## src/rtl/rcs_pkg.sv

```systemverilog
// Shared definitions for the bit-serial subtractor: state encoding and the
// range of operand widths the datapath supports.
package rcs_pkg;

  typedef logic [1:0] state_t;

  localparam state_t ST_IDLE  = 2'd0;
  localparam state_t ST_SHIFT = 2'd1;
  localparam state_t ST_DONE  = 2'd2;

  localparam int WIDTH_MIN = 2;
  localparam int WIDTH_MAX = 32;

  function automatic bit width_ok(input int w);
    return (w >= WIDTH_MIN) && (w <= WIDTH_MAX);
  endfunction

endpackage

```

## src/rtl/rcs_serial_sub_fs_1bit.sv

```systemverilog
// Combinational full subtractor: d = x - y - bin, with borrow-out.
module fs_1bit (
  input  logic x,
  input  logic y,
  input  logic bin,
  output logic d,
  output logic bout
);

  assign d    = x ^ y ^ bin;
  assign bout = (~x & y) | (~(x ^ y) & bin);

endmodule

```

## src/rtl/rcs_serial_sub.sv

```systemverilog
// Bit-serial ripple-borrow subtractor: diff = a - b - borrow_start, LSB first,
// one bit per clock through a single full-subtractor cell.
//
// state    | meaning
// ST_IDLE  | waiting for start
// ST_SHIFT | one operand bit pair processed per clock
// ST_DONE  | result just published, done high for this cycle
module rcs_serial_sub
  import rcs_pkg::*;
#(
  parameter int WIDTH = 4
) (
  input  logic             clk,
  input  logic             rst_n,
  input  logic             start,
  input  logic [WIDTH-1:0] a,
  input  logic [WIDTH-1:0] b,
  input  logic             borrow_start,
  output logic             busy,
  output logic             done,
  output logic [WIDTH-1:0] diff,
  output logic             borrow
);

  localparam int CW = $clog2(WIDTH) + 1;
  localparam logic [CW-1:0] LAST = CW'(WIDTH - 1);

  state_t state;
  state_t state_nxt;

  logic [WIDTH-1:0] sreg_a;
  logic [WIDTH-1:0] sreg_b;
  logic [WIDTH-1:0] res;
  logic [WIDTH-1:0] res_nxt;
  logic [CW-1:0]    cnt;
  logic             br;
  logic             d_bit;
  logic             bout;
  logic             last;
  logic             accept;
  logic             busy_nxt;
  logic             done_nxt;

  fs_1bit u_fs (
    .x    (sreg_a[0]),
    .y    (sreg_b[0]),
    .bin  (br),
    .d    (d_bit),
    .bout (bout)
  );

  assign last    = (cnt == LAST);
  assign accept  = start && ((state == ST_IDLE) || (state == ST_DONE));
  // New bit enters at the MSB so the LSB-first stream lands in place after WIDTH shifts.
  assign res_nxt = (res >> 1) | ({{(WIDTH-1){1'b0}}, d_bit} << (WIDTH - 1));

  always_ff @(posedge clk) begin
    if (!rst_n) state <= ST_IDLE;
    else        state <= state_nxt;
  end

  always_comb begin
    state_nxt = state;
    case (state)
      ST_IDLE:  if (start) state_nxt = ST_SHIFT;
      ST_SHIFT: if (last)  state_nxt = ST_DONE;
      ST_DONE:  state_nxt = start ? ST_SHIFT : ST_IDLE;
      default:  state_nxt = ST_IDLE;
    endcase
  end

  always_comb begin
    busy_nxt = (state_nxt == ST_SHIFT);
    done_nxt = (state == ST_SHIFT) && last;
  end

  always_ff @(posedge clk) begin
    if (!rst_n) begin
      sreg_a <= '0;
      sreg_b <= '0;
      res    <= '0;
      br     <= 1'b0;
      cnt    <= '0;
      diff   <= '0;
      borrow <= 1'b0;
      busy   <= 1'b0;
      done   <= 1'b0;
    end else begin
      busy <= busy_nxt;
      done <= done_nxt;
      if (accept) begin
        sreg_a <= a;
        sreg_b <= b;
        br     <= borrow_start;
        cnt    <= '0;
      end else if (state == ST_SHIFT) begin
        sreg_a <= sreg_a >> 1;
        sreg_b <= sreg_b >> 1;
        br     <= bout;
        res    <= res_nxt;
        cnt    <= cnt + CW'(1);
        if (last) begin
          diff   <= res_nxt;
          borrow <= bout;
        end
      end
    end
  end

endmodule
```

## config.mk

```make
export PLATFORM = sky130hd
export DESIGN_NAME = rcs_serial_sub
export DESIGN_NICKNAME = d
export VERILOG_FILES = /design/src/rtl/rcs_pkg.sv /design/src/rtl/rcs_serial_sub_fs_1bit.sv /design/src/rtl/rcs_serial_sub.sv
export SDC_FILE = /design/constraint.sdc
export NUM_CORES = 1
export LEC_CHECK = 0
export CORE_AREA = 2 2 56 58
export DETAILED_ROUTE_END_ITERATION = 10
export DIE_AREA = 0 0 58 60
export HOLD_SLACK_MARGIN = 0.03
export PLACE_DENSITY = 0.63
export SLEW_MARGIN = 20
export SYNTH_ARGS = -nofsm -noshare
export SYNTH_HDL_FRONTEND = slang
export SYNTH_HIERARCHICAL = 1
export SYNTH_SLANG_ARGS = --single-unit
```

## constraint.sdc

```tcl
create_clock -name clk -period 1.51 [get_ports clk]
set_input_delay 0.453 -clock clk [delete_from_list [all_inputs] [get_ports clk]]
set_output_delay 0.453 -clock clk [all_outputs]
set_load 0.01 [all_outputs]
```

==> reports/metrics.cfg, run 1 <==
[run_status]
run_status=finished, final reports clean

[placement]
port_buffers=18
dp_hpwl_um=1410
dp_cells=162
gp_congestion=0.769
placed_cell_area_um2=1210

[logic_synthesis]
yosys_register_bits=24
synth.distinct_cells=26
syn_area_per_cell_um2=8.80
seq_area_frac_synth=0.492
post_synth_inst_count=111
synth_fp_nets=126
ys_warn_count=6
syn-cell-area_um2=977

[timing]
skew_ns=0.00884
period_share=0.915
fin_tns_setup_ns=0
worst_pin_slew_ns=0.502
drv_slew=0
hold_violations=0
rsz0062_at_grt=false
finalSetupViolCount=0
max_freq_ghz=0.724
slew_headroom=0.665
period_minus_slack_ns=1.38

[drt]
num_vias=838
drt_wl_total_um=1880
drc=0
vias_per_cell=5.05
initialDrtViolationCount=15
wl_per_cell_um=11.3
firstDrtPassIters=4
antenna_left=0

[finish]
fill_cells=296
antenna_cells=0
instances_no_fill=166
design_area_um2=1260
drive_above_1_share=0.0902
finish.utilization=0.434
areaGrowthSynthToFinish_pct=28.8
multi_input_area_um2=438
regArea_um2=480
nets=149

[critical_path]
cp_data_required_time_ns=1.06
reg2reg_depth=5
reg2reg_to=borrow
crit_buf_inv=1
path_cells=dlygate4sd2_1
max_stage_delay_ns=0.35
worstSetupPathType=flip-flop to output port
critPathMaxFanout=2
r2r_start=cnt[0]
critPathArrivalTime_ns=0.93
cp-end-kind=output port
crit_family=flip-flops
r2r_setup_slack_ns=0.20
critPathSlowestCell=dfxtp_1
critPathLaunchType=flip-flop

[clocking]
cts_sinks=24
cts-root-buf=clkbuf_4
cts_tree=done
numCtsBuffers=3
clock_path_buffers=2
holdBufCountCts=0
cts_max_level=1
clock_latency_ns=0.31
path_clk_slew_ns=0.14

[flow_run]
maxCapViolations=0

[pwr]
powerDensity_nw_per_um2=1050
leakage_nw=0.511
vdd_drop_max_mv=0.537

[grt]
antenna_found_initial=0
grtUsageTotal=0.122
grt-ovfl-total=0
grt_max_degree=22
grt_pass1_wl_um=3230
grt_pass1_vias=766

[min_path]
hold_path.class=flip-flop to flip-flop
hold_depth=2
holdPathEnd=diff[3]
worstHoldStart=diff[3]

[die]
start_util=0.337
pin_count=19
fp.coreArea_um2=2900
rows=20
die-height_um=60
dieArea_um2=3480
fp.dieW_um=58

## registers in the layout (all words and copies together) (netlist names)
name    cells
diff        4
sreg_a      4
sreg_b      4
cnt         3
res         3
state       2
borrow      1
br          1
busy        1
done        1
## area by class of cell
type / instances / area share
multi-input cells: 75 / 0.348
inverters: 4 / 0.0119
well taps: 33 / 0.0328
clock inverters: 1 / 0.0239
repair buffers: 26 / 0.184
clock buffers: 3 / 0.0179
flip-flops and latches: 24 / 0.382
## cells in the final DEF (no fill, tap or decap), drive strengths merged
cell type,instances
a22oi,2
nand3,8
dlygate4sd2,7
clkbuf,3
xnor2,1
o221ai,3
nand2,22
fa,1
a21boi,11
nand3b,1
a31oi,2
and2,2
bufinv,1
a21oi,2
a211oi,1
buf,8
o21ai,3
inv,4
nor2b,1
nor2,5
dfxtp,24
clkdlybuf4s50,11
ha,2
nor3,3
nand2b,2
and2b,1
and3,2
## what timing repair did
item / CTS / global route
setup endpoints to repair: 7 / 0
hold endpoints to repair: 0 / 0
gates resized for setup: 7 / 0
buffers inserted: 0 / 0
## Yosys cell counts
| cell type | count | area [um^2] |
|---|---|---|
| a211oi_1 | 1 | 7.51 |
| a21boi_0 | 1 | 7.51 |
| a21boi_1 | 10 | 75.1 |
| a21oi_1 | 2 | 10.0 |
| a22oi_1 | 2 | 15.0 |
| a31oi_1 | 2 | 12.5 |
| and2_1 | 2 | 12.5 |
| and2b_1 | 1 | 7.51 |
| and3_1 | 2 | 12.5 |
| buf_2 | 2 | 10.0 |
| buf_4 | 3 | 22.5 |
| clkbuf_1 | 3 | 11.3 |
| dfxtp_1 | 24 | 480 |
| fa_1 | 1 | 20.0 |
| ha_1 | 2 | 25.0 |
| inv_1 | 4 | 15.0 |
| nand2_1 | 22 | 82.6 |
| nand2b_1 | 2 | 12.5 |
| nand3_1 | 8 | 40.0 |
| nand3b_1 | 1 | 7.51 |
| nor2_1 | 5 | 18.8 |
| nor2b_1 | 1 | 6.26 |
| nor3_1 | 3 | 15.0 |
| o21ai_0 | 3 | 15.0 |
| o221ai_1 | 3 | 26.3 |
| xnor2_1 | 1 | 8.76 |
## through the flow
stage | power (mW) | setup WS, ns | hold slack (ns)
3_3_place_gp | 0.866 | -0.0259 | 0.442
3_5_place_dp | 0.870 | -0.0799 | 0.452
6_report | 1.32 | 0.128 | 0.462
2_1_floorplan | 0.803 | 0.263 | 0.432
4_1_cts | 1.34 | 0.0930 | 0.469
5_1_grt | 1.38 | 0.0488 | 0.484
## layer usage
| layer | wire (um) | track usage | up-vias |
|---|---|---|---|
| li1 | - | - | 419 |
| met1 | 811 | 0.139 | 400 |
| met2 | 981 | 0.221 | 17 |
| met3 | 72 | 0.0195 | 2 |
| met4 | 13 | 0.0598 | 0 |
| met5 | 0 | 0 | - |
## power breakdown
group	internal [mW]	switching (mW)
registers	0.666	0.0191
clock network	0.268	0.196
logic	0.0862	0.0820
## worst max path at each step
stage	from	end	slack (ns)	cells past startpoint
final	diff[3]	diff[3]	0.13	1
after global routing	diff[1]	diff[1]	0.05	1
after global placement	start	sreg_b[1]	-0.03	5
after CTS	diff[0]	diff[0]	0.09	1
after floorplan	cnt[0]	borrow	0.26	6
after detailed placement	start	sreg_a[0]	-0.08	5
## cell families after synthesis
| logic type | share of synthesized area |
|---|---|
| AND/OR/NAND/NOR | 0.220 |
| XOR/XNOR | 0.00896 |
| adder cells (fa/ha/maj) | 0.0461 |
| flip-flops | 0.492 |
| buffers and inverters | 0.0602 |
| AO/OA/AOI/OAI | 0.173 |
Power figures use the tool's default switching activity.
==> run 2, diff against run 1 <==
--- a/config.mk
+++ b/config.mk
@@ -5,11 +5,11 @@
 export SDC_FILE = /design/constraint.sdc
 export NUM_CORES = 1
 export LEC_CHECK = 0
+export CAP_MARGIN = 20
 export CORE_AREA = 2 2 56 58
 export DETAILED_ROUTE_END_ITERATION = 10
 export DIE_AREA = 0 0 58 60
 export HOLD_SLACK_MARGIN = 0.03
-export PLACE_DENSITY = 0.63
 export SLEW_MARGIN = 20
 export SYNTH_ARGS = -nofsm -noshare
 export SYNTH_HDL_FRONTEND = slang
==> run 2 against run 1 <==
Design area is 0.50% lower. Die area stayed put. Worst setup slack better by 0.013 ns. Global-route usage is 0.63 points lower. Sequential power hardly changed. Fmax is 0.98% higher. Cell count is 0.60% higher. First-iteration DRC count is 33% higher. Critical endpoint is now diff[2]. Highest routed layer unchanged.
==> reports/metrics.cfg, run 2 (synthesis gave the netlist of run 1 again) <==
[run_status]
run_status=finished, final reports clean

[clocking]
holdBufCountCts=0  ; unchanged
cts_sinks=24  ; unchanged
cts_tree=done
path_clk_slew_ns=0.13  ; about the same
cts_max_level=1  ; unchanged
clock_latency_ns=0.30  ; about the same
post-cts-setup-buffers=0  ; unchanged
cts-root-buf=clkbuf_4
numCtsBuffers=3  ; unchanged
clock_path_buffers=2  ; unchanged

[finish]
largest_registers=diff: 4 flops, sreg_a: 4 flops, sreg_b: 4 flops
nets=150  ; +0.67%
drive_above_1_share=0.104  ; +0.0143
areaGrowthSynthToFinish_pct=28.2
layout_commonest_cell=dfxtp_1
antenna_cells=0  ; unchanged
layout_common_cells=24 x dfxtp_1, 22 x nand2_1, 11 x clkdlybuf4s50_1, 10 x a21boi_1, 9 x buf_4
fill_cells=304  ; +2.7%

[timing]
slew_headroom=0.811  ; +0.146
hold_violations=0  ; unchanged
finalSetupViolCount=0  ; unchanged
holdWs_ns=0.456  ; -0.00507 ns
fin_tns_setup_ns=0  ; unchanged
period_minus_slack_ns=1.37  ; -0.0134 ns
rsz0062_at_grt=false
drv_slew=0  ; unchanged
skew_ns=0.00174  ; -0.00710 ns
period_share=0.906  ; -0.00885
max_freq_ghz=0.731  ; +0.98%
worst_pin_slew_ns=0.283  ; -0.219 ns

[critical_path]
crit_family=flip-flops
critPathSlowestCell=dfxtp_1
cp-end-kind=output port
crit_buf_inv=1  ; unchanged
max_stage_delay_ns=0.35  ; about the same
startpoint=diff[2]
critPathLaunchType=flip-flop
critPathMaxFanout=2  ; unchanged
critPathArrivalTime_ns=0.92  ; about the same
r2r_start=cnt[0]
reg2reg_depth=5  ; unchanged
cp_num_cells=1  ; unchanged
path_cells=dlygate4sd2_1
cp_data_required_time_ns=1.06  ; about the same
worstSetupPathType=flip-flop to output port

[grt]
grt_pass1_wl_um=3060  ; -5.4%
grt_busiest_layer=met2
grt-ovfl-total=0  ; unchanged
use_met3=0.0260  ; +0.00649
grt_pass1_vias=699  ; -8.7%
grt_max_degree=15  ; -32%
antenna_found_initial=0  ; unchanged
grtUsageTotal=0.115  ; -0.00633
use_met1=0.150  ; +0.0109
met2_usage=0.190  ; -0.0308

[drt]
antenna_left=0  ; unchanged
firstDrtPassIters=4  ; unchanged
initialDrtViolationCount=20  ; +5
wl_per_cell_um=11.1  ; -1.8%
drt_wl_total_um=1860  ; -1.2%
vias_per_cell=4.84  ; -4.0%
num_vias=809  ; -3.5%
drc=0  ; unchanged

[die]
dieArea_um2=3480  ; unchanged
start_util=0.337  ; unchanged
die-height_um=60  ; unchanged
rows=20  ; unchanged
fp.coreArea_um2=2900  ; unchanged
pin_count=19  ; unchanged
fp.dieW_um=58  ; unchanged

[flow_run]
maxCapViolations=0  ; unchanged

[placement]
dp_hpwl_um=1370  ; -2.8%
gp_congestion=0.722  ; -6.2%
port_buffers=18  ; unchanged

[pwr]
powerDensity_nw_per_um2=951  ; -9.1%
vdd_drop_max_mv=0.497  ; -7.6%
leakage_nw=0.509  ; -0.40%
totalPowerFinal_mw=1.19  ; -9.6%

[min_path]
hold_path.class=flip-flop to flip-flop
worstHoldStart=diff[0]
hold_depth=2  ; unchanged

## run 2: stage by stage
stage | utilization | setup WS, ns | instances | instance area [um^2]
2_1_floorplan | - | 0.263 | 111 | 977
3_3_place_gp | 0.421 | 0.0129 | 163 | 1220
3_5_place_dp | 0.421 | -0.0515 | 163 | 1220
4_1_cts | 0.431 | 0.113 | 167 | 1250
5_1_grt | 0.431 | 0.0880 | 167 | 1250
6_report | 0.431 | 0.141 | 167 | 1250
## run 2: report_power, final
| part | switching [mW] | internal, mW |
|---|---|---|
| clock | 0.186 | 0.147 |
| combinational | 0.0844 | 0.0892 |
| sequential | 0.0191 | 0.665 |
## run 2: worst paths after layout
path | end | slack [ns]
worst min-delay path | diff[0] | 0.46
worst max register to register | diff[2] | 0.24
worst min register to register | diff[0] | 0.46
worst max-delay path | diff[2] | 0.14
## run 2: what timing repair did
action | 4_1_cts | 5_1_grt
cloned | 0 | 0
setup endpoints to repair | 7 | 1
resized for setup | 7 | 1
## run 2: routing by layer
| metal | share of wire | wire (um) |
|---|---|---|
| met4 | 0.0054 | 10 |
| met5 | 0 | 0 |
| met3 | 0.048 | 89 |
| met1 | 0.48 | 884 |
| met2 | 0.47 | 871 |
## run 2: final cells by class
cell class                      instances  area (um^2)  share of cell area
Clock buffer                            4         36.3              0.0290
Inverter                                4         15.0              0.0120
Multi-Input combinational cell         75          440               0.352
Sequential cell                        24          480               0.384
Tap cell                               33         41.3              0.0330
Timing Repair Buffer                   27          239               0.191
## run 2: worst register-to-register path: stages (launching register included)
cell and delay [ns]:
dfxtp_1 0.35, ha_1 0.19, ha_1 0.24, nand3b_1 0.22, nand2_1 0.08, a21boi_1 0.13
==> run 3, diff against run 2 <==
--- a/config.mk
+++ b/config.mk
@@ -7,6 +7,7 @@
 export LEC_CHECK = 0
 export CAP_MARGIN = 20
 export CORE_AREA = 2 2 56 58
+export CTS_CLUSTER_SIZE = 24
 export DETAILED_ROUTE_END_ITERATION = 10
 export DIE_AREA = 0 0 58 60
 export HOLD_SLACK_MARGIN = 0.03
==> results of run 3 <==
The final DEF is identical to that of run 2; final timing and power are the same.
